$ cat src/rtl/ctl_ammo.sv
// Magazine tracker for Duck Hunt: shot qualification, ammo count, timed reload.
// Optional AMMO_AUTO_RELOAD_EN: the emptying shot starts a reload directly.
module ctl_ammo #(
  parameter int MAG_SIZE      = 3,
  parameter int CNT_W         = 2,
  parameter int RELOAD_CYCLES = 32_500_000,
  parameter int TMR_W         = 25
) (
  input  logic             clk,
  input  logic             rst,
  input  logic             trigger,
  input  logic             reload_req,
  input  logic             new_round,
  input  logic             pause,
  output logic             shot,
  output logic [CNT_W-1:0] ammo,
  output logic             reloading,
  output logic             no_ammo
);

  typedef enum logic [1:0] {
    READY,
    EMPTY,
    RELOAD
  } state_t;

  localparam logic [CNT_W-1:0] FULL  = CNT_W'(MAG_SIZE);
  localparam logic [TMR_W-1:0] TLOAD = TMR_W'(RELOAD_CYCLES - 1);

  state_t           state, state_n;
  logic [TMR_W-1:0] timer, timer_n;
  logic [CNT_W-1:0] ammo_n;
  logic             shot_n, reloading_n, no_ammo_n;
  logic             trigger_q, reload_q;
  logic             trig_evt, rl_evt;

  assign trig_evt = trigger & ~trigger_q;
  assign rl_evt   = reload_req & ~reload_q;

  always_comb begin
    state_n     = state;
    timer_n     = timer;
    ammo_n      = ammo;
    shot_n      = 1'b0;
    reloading_n = reloading;
    no_ammo_n   = no_ammo;
    if (new_round) begin
      state_n     = READY;
      timer_n     = '0;
      ammo_n      = FULL;
      reloading_n = 1'b0;
      no_ammo_n   = 1'b0;
    end else begin
      unique case (state)
        READY: begin
          if (trig_evt && !pause && ammo != '0) begin
            shot_n = 1'b1;
            ammo_n = ammo - CNT_W'(1);
            if (ammo == CNT_W'(1)) begin
              no_ammo_n = 1'b1;
`ifdef AMMO_AUTO_RELOAD_EN
              state_n     = RELOAD;
              timer_n     = TLOAD;
              reloading_n = 1'b1;
`else
              state_n = EMPTY;
`endif
            end
          end else if (rl_evt && !pause && ammo < FULL) begin
            state_n     = RELOAD;
            timer_n     = TLOAD;
            reloading_n = 1'b1;
          end
        end
        EMPTY: begin
          if (rl_evt && !pause) begin
            state_n     = RELOAD;
            timer_n     = TLOAD;
            reloading_n = 1'b1;
          end
        end
        RELOAD: begin
          // Timer freezes while paused; refill only on an unpaused zero.
          if (!pause) begin
            if (timer == '0) begin
              state_n     = READY;
              ammo_n      = FULL;
              reloading_n = 1'b0;
              no_ammo_n   = 1'b0;
            end else begin
              timer_n = timer - TMR_W'(1);
            end
          end
        end
        default: state_n = READY;
      endcase
    end
  end

  always_ff @(posedge clk) begin
    if (!rst) begin
      state     <= READY;
      timer     <= '0;
      ammo      <= FULL;
      shot      <= 1'b0;
      reloading <= 1'b0;
      no_ammo   <= 1'b0;
      // Held levels through reset must not look like fresh edges.
      trigger_q <= 1'b1;
      reload_q  <= 1'b1;
    end else begin
      state     <= state_n;
      timer     <= timer_n;
      ammo      <= ammo_n;
      shot      <= shot_n;
      reloading <= reloading_n;
      no_ammo   <= no_ammo_n;
      trigger_q <= trigger;
      reload_q  <= reload_req;
    end
  end

endmodule

$ cat config.mk
export PLATFORM = sky130hd
export DESIGN_NAME = ctl_ammo
export DESIGN_NICKNAME = d
export VERILOG_FILES = /design/src/rtl/ctl_ammo.sv
export SDC_FILE = /design/constraint.sdc
export NUM_CORES = 1
export LEC_CHECK = 0
export CORE_UTILIZATION = 52
export DETAILED_ROUTE_END_ITERATION = 6
export HOLD_SLACK_MARGIN = 0.08
export PLACE_DENSITY = 0.74
export SYNTH_ARGS = -nofsm -noshare
export SYNTH_HDL_FRONTEND = slang
export SYNTH_SLANG_ARGS = --single-unit
$ cat constraint.sdc
create_clock -name clk -period 2.4 [get_ports clk]
set_clock_uncertainty 0.15 [all_clocks]
set_input_delay 0.6 -clock clk [delete_from_list [all_inputs] [get_ports clk]]
set_output_delay 0.6 -clock clk [all_outputs]
set_load 0.01 [all_outputs]
==> results of run 1 <==
-- cell type report --
cell class / count / area [um2] / area share
Inverter: 8 / 30.0 / 0.0124
Sequential cell: 34 / 687 / 0.284
Tap cell: 44 / 55.1 / 0.0227
Clock buffer: 7 / 55.1 / 0.0227
Clock inverter: 1 / 5.00 / 0.00207
Multi-Input combinational cell: 154 / 1110 / 0.458
Timing Repair Buffer: 54 / 480 / 0.198
-- final timing paths --
path,to,start,slack (ns)
worst max-delay path,timer[13]$_SDFFE_PP0P_,timer[3]$_SDFFE_PP0P_,-0.06
worst max register to register,timer[13]$_SDFFE_PP0P_,timer[3]$_SDFFE_PP0P_,-0.06
worst min-delay path,reloading$_SDFFE_PP0P_,reloading$_SDFFE_PP0P_,0.35
worst min register to register,reloading$_SDFFE_PP0P_,reloading$_SDFFE_PP0P_,0.35
-- placed cells by master (no fill, tap or decap), types with 3 or more instances in the layout --
cell,n
a21oi_1,9
a31oi_1,16
buf_4,38
buf_6,3
clkbuf_4,5
clkdlybuf4s50_1,7
dfxtp_1,29
dfxtp_2,5
dlygate4sd2_1,3
ha_1,4
inv_1,6
nand2_1,10
nand2b_1,4
nand3_1,3
nand4_1,3
nor2_1,11
nor3_1,3
nor4_1,5
o21ai_0,8
o21ai_1,5
o31ai_1,11
or3_1,13
or4_1,10
or4_4,4
-- metrics by stage --
stage	cell area (um2)	hold WS, ns	setup slack, ns	setup TNS [ns]	power, mW
after global placement	2190	0.316	-0.474	-10.52	0.628
final	2420	0.349	-0.0560	-0.323	0.964
after detailed placement	2190	0.337	-0.624	-12.97	0.629
after CTS	2330	0.354	-0.0332	-0.0778	0.957
after global routing	2420	0.371	-0.116	-1.44	0.997
after floorplan	1830	0.297	-0.0826	-0.146	0.605
-- power by group through the flow --
stage	sequential, mW	clock (mW)	combinational, mW
after global placement	0.581	0	0.0466
after CTS	0.569	0.339	0.0500
after global routing	0.569	0.372	0.0564
after floorplan	0.581	0	0.0238
final	0.569	0.343	0.0523
after detailed placement	0.581	0	0.0479
-- layer usage --
metal	vias to the layer above	GRT usage	part of all wire
li1	912	-	-
met1	894	0.336	0.41
met2	59	0.529	0.52
met3	15	0.0597	0.044
met4	0	0.110	0.023
met5	-	0	0
-- critical path, stage by stage (launching register included) --
cell and delay [ns]:
dfxtp_2 0.34, or4_4 0.58, or4_4 0.45, or3_4 0.34
or4_1 0.39, a31oi_1 0.14
-- state kept, by name (all words and copies together), names as in the netlist --
register	flops
ammo	2
no_ammo	1
reload_q	1
reloading	1
shot	1
state	2
timer	25
trigger_q	1
-- cells by family (layout without fill, tap and decap cells) --
logic type               count (synthesis)  after routing  synth area share
AO/OA/AOI/OAI                           62             62             0.219
XOR/XNOR                                 1              1           0.00493
adder cells (fa/ha/maj)                  5              5            0.0352
buffers and inverters                   19             70            0.0549
flip-flops                              34             34             0.383
multiplexers                             2              2            0.0113
AND/OR/NAND/NOR                         84             84             0.292
-- what timing repair did --
action | CTS | global route
cloned | 0 | 1
gates resized for setup | 14 | 17
endpoints found under the setup margin | 23 | 21
setup buffers | 5 | 3
pin swaps | 10 | 12
endpoints found under the hold margin | 0 | 0
==> impl_metrics.json, run 1 <==
{
  "status": "finished with violations",
  "violations": "setup timing",
  "switching_share": 0.239,
  "dr_total_vias": 1880,
  "synth_top_area_share": 0.383,
  "final-max-slew-violation-count": 0,
  "max_slew_margin": 0.689,
  "ys_seq_area_frac": 0.383,
  "rows": 20,
  "clock_latency_ns": 0.34,
  "synth-edff-count": 0,
  "antenna_left": 0,
  "maxCapViolCount": 0,
  "synth.most_common_cell": "dfxtp_1",
  "antenna_found_initial": 0,
  "worst-endpoint-required_ns": 2.52,
  "initial_core_util": 0.563,
  "clockBufferDepth": 2,
  "drc": 0,
  "grt_use_total": 0.291,
  "routed_wirelength_um": 5040,
  "path_max_fanout": 5,
  "yosys_register_bits": 34,
  "p_leak_nw": 0.955,
  "synth_area_um2": 1780,
  "p_seq_frac": 0.590,
  "ys.flop_type": "dfxtp_1",
  "peakVddDrop_v": 0.000295,
  "worstPathArrival_ns": 2.58,
  "drive_above_1_share": 0.314,
  "setup_ws_ns": -0.0560,
  "cp-start-kind": "register",
  "drt_iter0_drc": 118,
  "core_area_um2": 3150,
  "dieWidth_um": 60.5,
  "tightestPinTransition_ns": 0.466,
  "yosys-top-cells-area": "dfxtp_1, a31oi_1, or3_1",
  "dp.cells": 285,
  "path_clk_slew_ns": 0.10,
  "utilization": 0.768,
  "syn-num-nets": 218,
  "fmax_ghz": 0.407,
  "boundaryPins": 11,
  "avgViaCountPerCell": 6.23,
  "numClockSinks": 34,
  "clkPwrFrac": 0.356,
  "intPower_mw": 0.734,
  "gp_congestion": 0.768,
  "netlist_top_cells_count": "dfxtp_1, a31oi_1, or3_1",
  "port_buffers": 10,
  "synth_cell_types": 42,
  "insertedDiodeCount": 0,
  "critPathCaptureType": "register",
  "overflow": 0,
  "critical_path_class": "register to register",
  "grt_pass1_vias": 1722,
  "avgSynthCellArea_um2": 8.58,
  "cts_root_buf": "clkbuf_4",
  "cts-htree-levels": 2,
  "r2r_cells": 5,
  "cts_tree": "yes",
  "grt_setup_unrepaired": "yes",
  "layout_min_cycle_time_ns": 2.46,
  "netlist_instances": 207,
  "p_switching_mw": 0.231,
  "ys_async_sr_fraction": 0,
  "areaGrowthSynthToFinish_pct": 36.3,
  "yosys_warnings": 0,
  "wl_per_cell_um": 16.7,
  "hold_class": "register to register",
  "grt_pass1_wl_um": 7780,
  "cts_buffers": 5,
  "fillerInstances": 232,
  "die-area_um2": 3650,
  "dp_hpwl_um": 3420,
  "drt_pre_antenna_iters": 4,
  "fin_nets": 268,
  "postCtsHoldBufs": 0,
  "finalSetupViolations": 14,
  "fin_cells": 302,
  "finalHoldViolations": 0,
  "finalCritPeriodShare": 1.02,
  "grt_start_max_net_pins": 20,
  "yosysTopAreaCell": "dfxtp_1",
  "powerDensity_nw_per_um2": 398,
  "dieHeight_um": 60.5,
  "hold_depth": 2,
  "p_comb_frac": 0.054
}
Note: power is estimated with default switching activity, not from simulation.
==> run 2, diff against run 1 <==
--- a/config.mk
+++ b/config.mk
@@ -9,6 +9,7 @@
 export DETAILED_ROUTE_END_ITERATION = 6
 export HOLD_SLACK_MARGIN = 0.08
 export PLACE_DENSITY = 0.74
+export SETUP_SLACK_MARGIN = 0.15
 export SYNTH_ARGS = -nofsm -noshare
 export SYNTH_HDL_FRONTEND = slang
 export SYNTH_SLANG_ARGS = --single-unit
==> run 2 against run 1 <==
The run still ends with setup timing left. Global-route usage up 2.4 points. Combinational power is 5.9% higher. Via count increased by 2.9%. Critical path depth unchanged. Clock power increased by 1%. Utilization up 4.9 points. Setup slack better by 0.040 ns. Design area increased by 6.4%. Critical path type unchanged. Highest routed layer unchanged.
==> impl_metrics.json, run 2 (synthesized netlist as in run 1, its figures left out) <==
{
  "clock_latency_ns": 0.35,
  "tightestPinTransition_ns": 0.434,
  "insertedDiodeCount": 0,
  "drt_iter0_drc": 149,
  "cts-htree-levels": 2,
  "largest_reg_flops": 25,
  "grt_use_total": 0.315,
  "worst-endpoint-required_ns": 2.54,
  "layout_min_cycle_time_ns": 2.42,
  "drive_above_1_share": 0.385,
  "dieWidth_um": 60.5,
  "grt_start_max_net_pins": 14,
  "critical_path_class": "register to register",
  "routed_wirelength_um": 5420,
  "gp_congestion": 0.816,
  "finalSetupViolations": 2,
  "areaGrowthSynthToFinish_pct": 45.1,
  "setup_ws_ns": -0.0156,
  "dieHeight_um": 60.5,
  "grt_pass1_wl_um": 8430,
  "hold_depth": 2,
  "drc": 0,
  "cp-start-kind": "register",
  "drt_pre_antenna_iters": 4,
  "final-max-slew-violation-count": 0,
  "max_slew_margin": 0.708,
  "initial_core_util": 0.563,
  "boundaryPins": 11,
  "path_cells": "or4_4 > or4_4 > or3_1 > or4_1 > a31oi_1",
  "numClockSinks": 34,
  "cts_tree": "yes",
  "critPathCaptureType": "register",
  "core_area_um2": 3150,
  "powerDensity_nw_per_um2": 376,
  "overflow": 0,
  "crit_path_frequent_cell": "or4_4",
  "path_clk_slew_ns": 0.11,
  "port_buffers": 10,
  "violations": "setup timing",
  "fin_nets": 267,
  "wl_per_cell_um": 18.0,
  "maxCapViolCount": 0,
  "r2r_cells": 5,
  "p_leak_nw": 1.00,
  "slowest_stage": "or4_4",
  "avgViaCountPerCell": 6.43,
  "rows": 20,
  "die-area_um2": 3650,
  "dp.cells": 282,
  "dp_hpwl_um": 3410,
  "hold_class": "register to register",
  "cts_root_buf": "clkbuf_4",
  "largestRegisters": "timer x25, ammo x2, state x2",
  "dr_total_vias": 1934,
  "dp_slack_ns": -0.528,
  "regMostFlops": "timer",
  "status": "finished with violations",
  "layout_common_cells": "buf_4, dfxtp_1, a31oi_1, or3_1",
  "max_stage_delay_ns": 0.58,
  "grt_setup_unrepaired": "yes",
  "worstPathArrival_ns": 2.56,
  "peakVddDrop_v": 0.000306,
  "fin_cells": 301,
  "fin_worst_hold_slack_ns": 0.359,
  "layout_commonest_cell": "buf_4",
  "cts_buffers": 5,
  "grt_pass1_vias": 1895,
  "antenna_left": 0,
  "antenna_found_initial": 0,
  "finalHoldViolations": 0,
  "finalCritPeriodShare": 1.01,
  "fmax_ghz": 0.414,
  "clockBufferDepth": 2,
  "path_max_fanout": 8
}
[run 2: per-layer routing]
layer / wire, um / global-route usage
met5: 0 / 0
met1: 2140 / 0.352
met3: 286 / 0.0746
met2: 2840 / 0.564
met4: 150 / 0.149
[run 2: per-stage QoR]
stage	power, mW	TNS, ns	util	cell area [um2]
after floorplan	0.607	-0.156	-	1870
after global placement	0.632	-10.0	0.698	2200
after detailed placement	0.633	-10.85	0.698	2200
after CTS	0.971	-0.0174	0.782	2460
after global routing	1.00	-0.441	0.817	2580
final	0.970	-0.0199	0.817	2580
[run 2: what timing repair did]
action,CTS,global route
endpoints found under the setup margin,26,27
buffers inserted,7,2
pin swaps,22,17
hold buffers,0,0
gates cloned,2,0
resized for setup,29,25
[run 2: final timing paths]
check,from,to,slack (ns)
hold / removal,timer[17]$_SDFFE_PP0P_,timer[17]$_SDFFE_PP0P_,0.36
hold reg to reg,timer[17]$_SDFFE_PP0P_,timer[17]$_SDFFE_PP0P_,0.36
setup / recovery,timer[2]$_SDFFE_PP0P_,timer[13]$_SDFFE_PP0P_,-0.02
setup reg to reg,timer[2]$_SDFFE_PP0P_,timer[13]$_SDFFE_PP0P_,-0.02
[run 2: cell type report]
type                    instances  area, um2
multi-input cells             154       1230
flip-flops and latches         34        691
fillers                       197        576
repair buffers                 53        512
well taps                      44       55.1
clock buffers                   6       51.3
inverters                       8       30.0
clock inverters                 2       12.5
[run 2: report_power, final]
part           internal [mW]  switching, mW
sequential             0.565        0.00251
combinational         0.0265         0.0289
clock                  0.141          0.206
[run 2: critical path, delay by kind of cell (launching register included)]
kind	cells	cell delay, ns
AO/OA/AOI/OAI	1	0.13
flip-flops	1	0.33
AND/OR/NAND/NOR	4	1.75
==> run 3, diff against run 2 <==
--- a/config.mk
+++ b/config.mk
@@ -13,3 +13,4 @@
 export SYNTH_ARGS = -nofsm -noshare
 export SYNTH_HDL_FRONTEND = slang
 export SYNTH_SLANG_ARGS = --single-unit
+export TNS_END_PERCENT = 1
==> run 3 against run 2 <==
Clock power down 13%. Count of clock-buffer cells in the layout up 1. The flow still finishes with violations (setup timing). Largest cell class unchanged. Die area unchanged. Register-to-register slack worse by 0.04 ns. Final cell count up 1.0%. Maximum frequency down 1.6%. Critical path type unchanged. Global-route usage down 1.5 points. Sequential power about the same. Combinational power down 3%. Sequential share of layout area up 1.5 points. Routed wire length down 7.2%. Power down 4.7%.
==> impl_metrics.json, run 3 (synthesized netlist as in run 1, its figures left out) <==
{
  "status": "finished with violations",
  "violations": "setup timing",
  "path_clk_slew_ns": 0.10,
  "routed_wirelength_um": 5030,
  "drive_above_1_share": 0.312,
  "dp_hpwl_um": 3300,
  "hold_class": "register to register",
  "p_total_mw": 0.924,
  "gp_congestion": 0.840,
  "path_max_fanout": 7,
  "maxCapViolCount": 0,
  "cts-htree-levels": 2,
  "p_leak_nw": 0.963,
  "finalHoldViolations": 0,
  "clock_latency_ns": 0.35,
  "grt_use_total": 0.301,
  "grt_pass1_wl_um": 8090,
  "path_cells": "or4_4 > or4b_4 > o221ai_4 > buf_6 > xor2_2 > a21oi_1",
  "layout_common_cells": "buf_4, dfxtp_1, a31oi_1, or3_1",
  "peakVddDrop_v": 0.000276,
  "critical_path_class": "register to register",
  "grt_setup_unrepaired": "yes",
  "dpl_cell_area_um2": 2190,
  "fin_nets": 271,
  "final-max-slew-violation-count": 0,
  "cp-start-kind": "register",
  "antenna_found_initial": 0,
  "layout_min_cycle_time_ns": 2.45,
  "drt_pre_antenna_iters": 4,
  "dieHeight_um": 60.5,
  "finalCritPeriodShare": 1.02,
  "max_slew_margin": 0.664,
  "critPathTopFamily": "simple AND/OR/NAND/NOR gates",
  "grt_start_max_net_pins": 20,
  "tightestPinTransition_ns": 0.503,
  "finalSetupViolations": 13,
  "insertedDiodeCount": 0,
  "powerDensity_nw_per_um2": 383,
  "wl_per_cell_um": 16.6,
  "regMostFlops": "timer",
  "overflow": 0,
  "largest_reg_flops": 25,
  "numClockSinks": 34,
  "boundaryPins": 11,
  "max_stage_delay_ns": 0.58,
  "cp_num_buf_inv": 1,
  "die-area_um2": 3650,
  "largestRegisters": "timer x25, ammo x2, state x2",
  "cts_root_buf": "clkbuf_4",
  "clockBufferDepth": 2,
  "dr_total_vias": 1892,
  "core_area_um2": 3150,
  "cts_buffers": 5,
  "layout_commonest_cell": "buf_4",
  "rows": 20,
  "slowest_stage": "or4b_4",
  "final_area_um2": 2410,
  "port_buffers": 10,
  "grt_pass1_vias": 1783,
  "fmax_ghz": 0.407,
  "avgViaCountPerCell": 6.22,
  "drt_iter0_drc": 168,
  "initial_core_util": 0.563,
  "critPathCaptureType": "register",
  "postCtsHoldBufs": 0,
  "drc": 0,
  "cts_tree": "yes",
  "areaGrowthSynthToFinish_pct": 35.9,
  "setup_ws_ns": -0.0550,
  "worstPathArrival_ns": 2.54,
  "antenna_left": 0,
  "dieWidth_um": 60.5,
  "worst-endpoint-required_ns": 2.49
}
## run 3: changes by cell type in the layout (fill, tap and decap cells not counted), moves of 4 or more
cell     previous run  this run
o31ai_2             8         2
buf_4              32        39
buf_12              4         0
o31ai_1             3        10
## run 3: through the flow
stage	hold slack, ns	util	cells	setup TNS [ns]	worst slack [ns]
after CTS	0.340	0.756	304	-0.0493	-0.0376
after floorplan	0.297	-	207	-0.260	-0.0826
final	0.345	0.766	304	-0.469	-0.0550
after global routing	0.365	0.766	304	-1.34	-0.123
after detailed placement	0.325	0.693	291	-13.13	-0.590
after global placement	0.316	0.693	291	-11.69	-0.553
## run 3: path summary, 6_finish.rpt
kind              slack [ns]                endpoint  cells after the start                   start
setup reg to reg       -0.05   timer[2]$_SDFFE_PP0P_                      6   timer[3]$_SDFFE_PP0P_
hold reg to reg         0.34  reloading$_SDFFE_PP0P_                      2  reloading$_SDFFE_PP0P_
setup / recovery       -0.05   timer[2]$_SDFFE_PP0P_                      6   timer[3]$_SDFFE_PP0P_
hold / removal          0.34  reloading$_SDFFE_PP0P_                      2  reloading$_SDFFE_PP0P_
## run 3: repair_timing
| action | in CTS | in global routing |
|---|---|---|
| setup buffers | 6 | 0 |
| setup endpoints to repair | 27 | 25 |
| pin swaps | 20 | 9 |
| gates resized for setup | 27 | 11 |
## run 3: layer usage
metal / vias to the layer above / global-route usage / wire [um]
met5: - / 0 / 0
met4: 0 / 0.110 / 61
met3: 6 / 0.0618 / 282
met2: 60 / 0.515 / 2580
met1: 916 / 0.374 / 2110
li1: 910 / - / -
## run 3: worst register-to-register path, cell delays in order, from the launching register on
cell      delay, ns
dfxtp_2        0.33
or4_4          0.57
or4b_4         0.58
o221ai_4       0.34
buf_6          0.18
xor2_2         0.12
a21oi_1        0.08
## run 3: cell type report
cell class / count / area [um2]
Sequential cell: 34 / 684
Inverter: 8 / 30.0
Timing Repair Buffer: 57 / 479
Tap cell: 44 / 55.1
Fill cell: 252 / 738
Multi-Input combinational cell: 154 / 1120
Clock buffer: 7 / 45.0
## run 3: power breakdown
part	internal (mW)	leakage [nW]	switching, mW
clock network	0.110	0.0254	0.191
logic	0.0266	0.664	0.0273
registers	0.566	0.274	0.00203
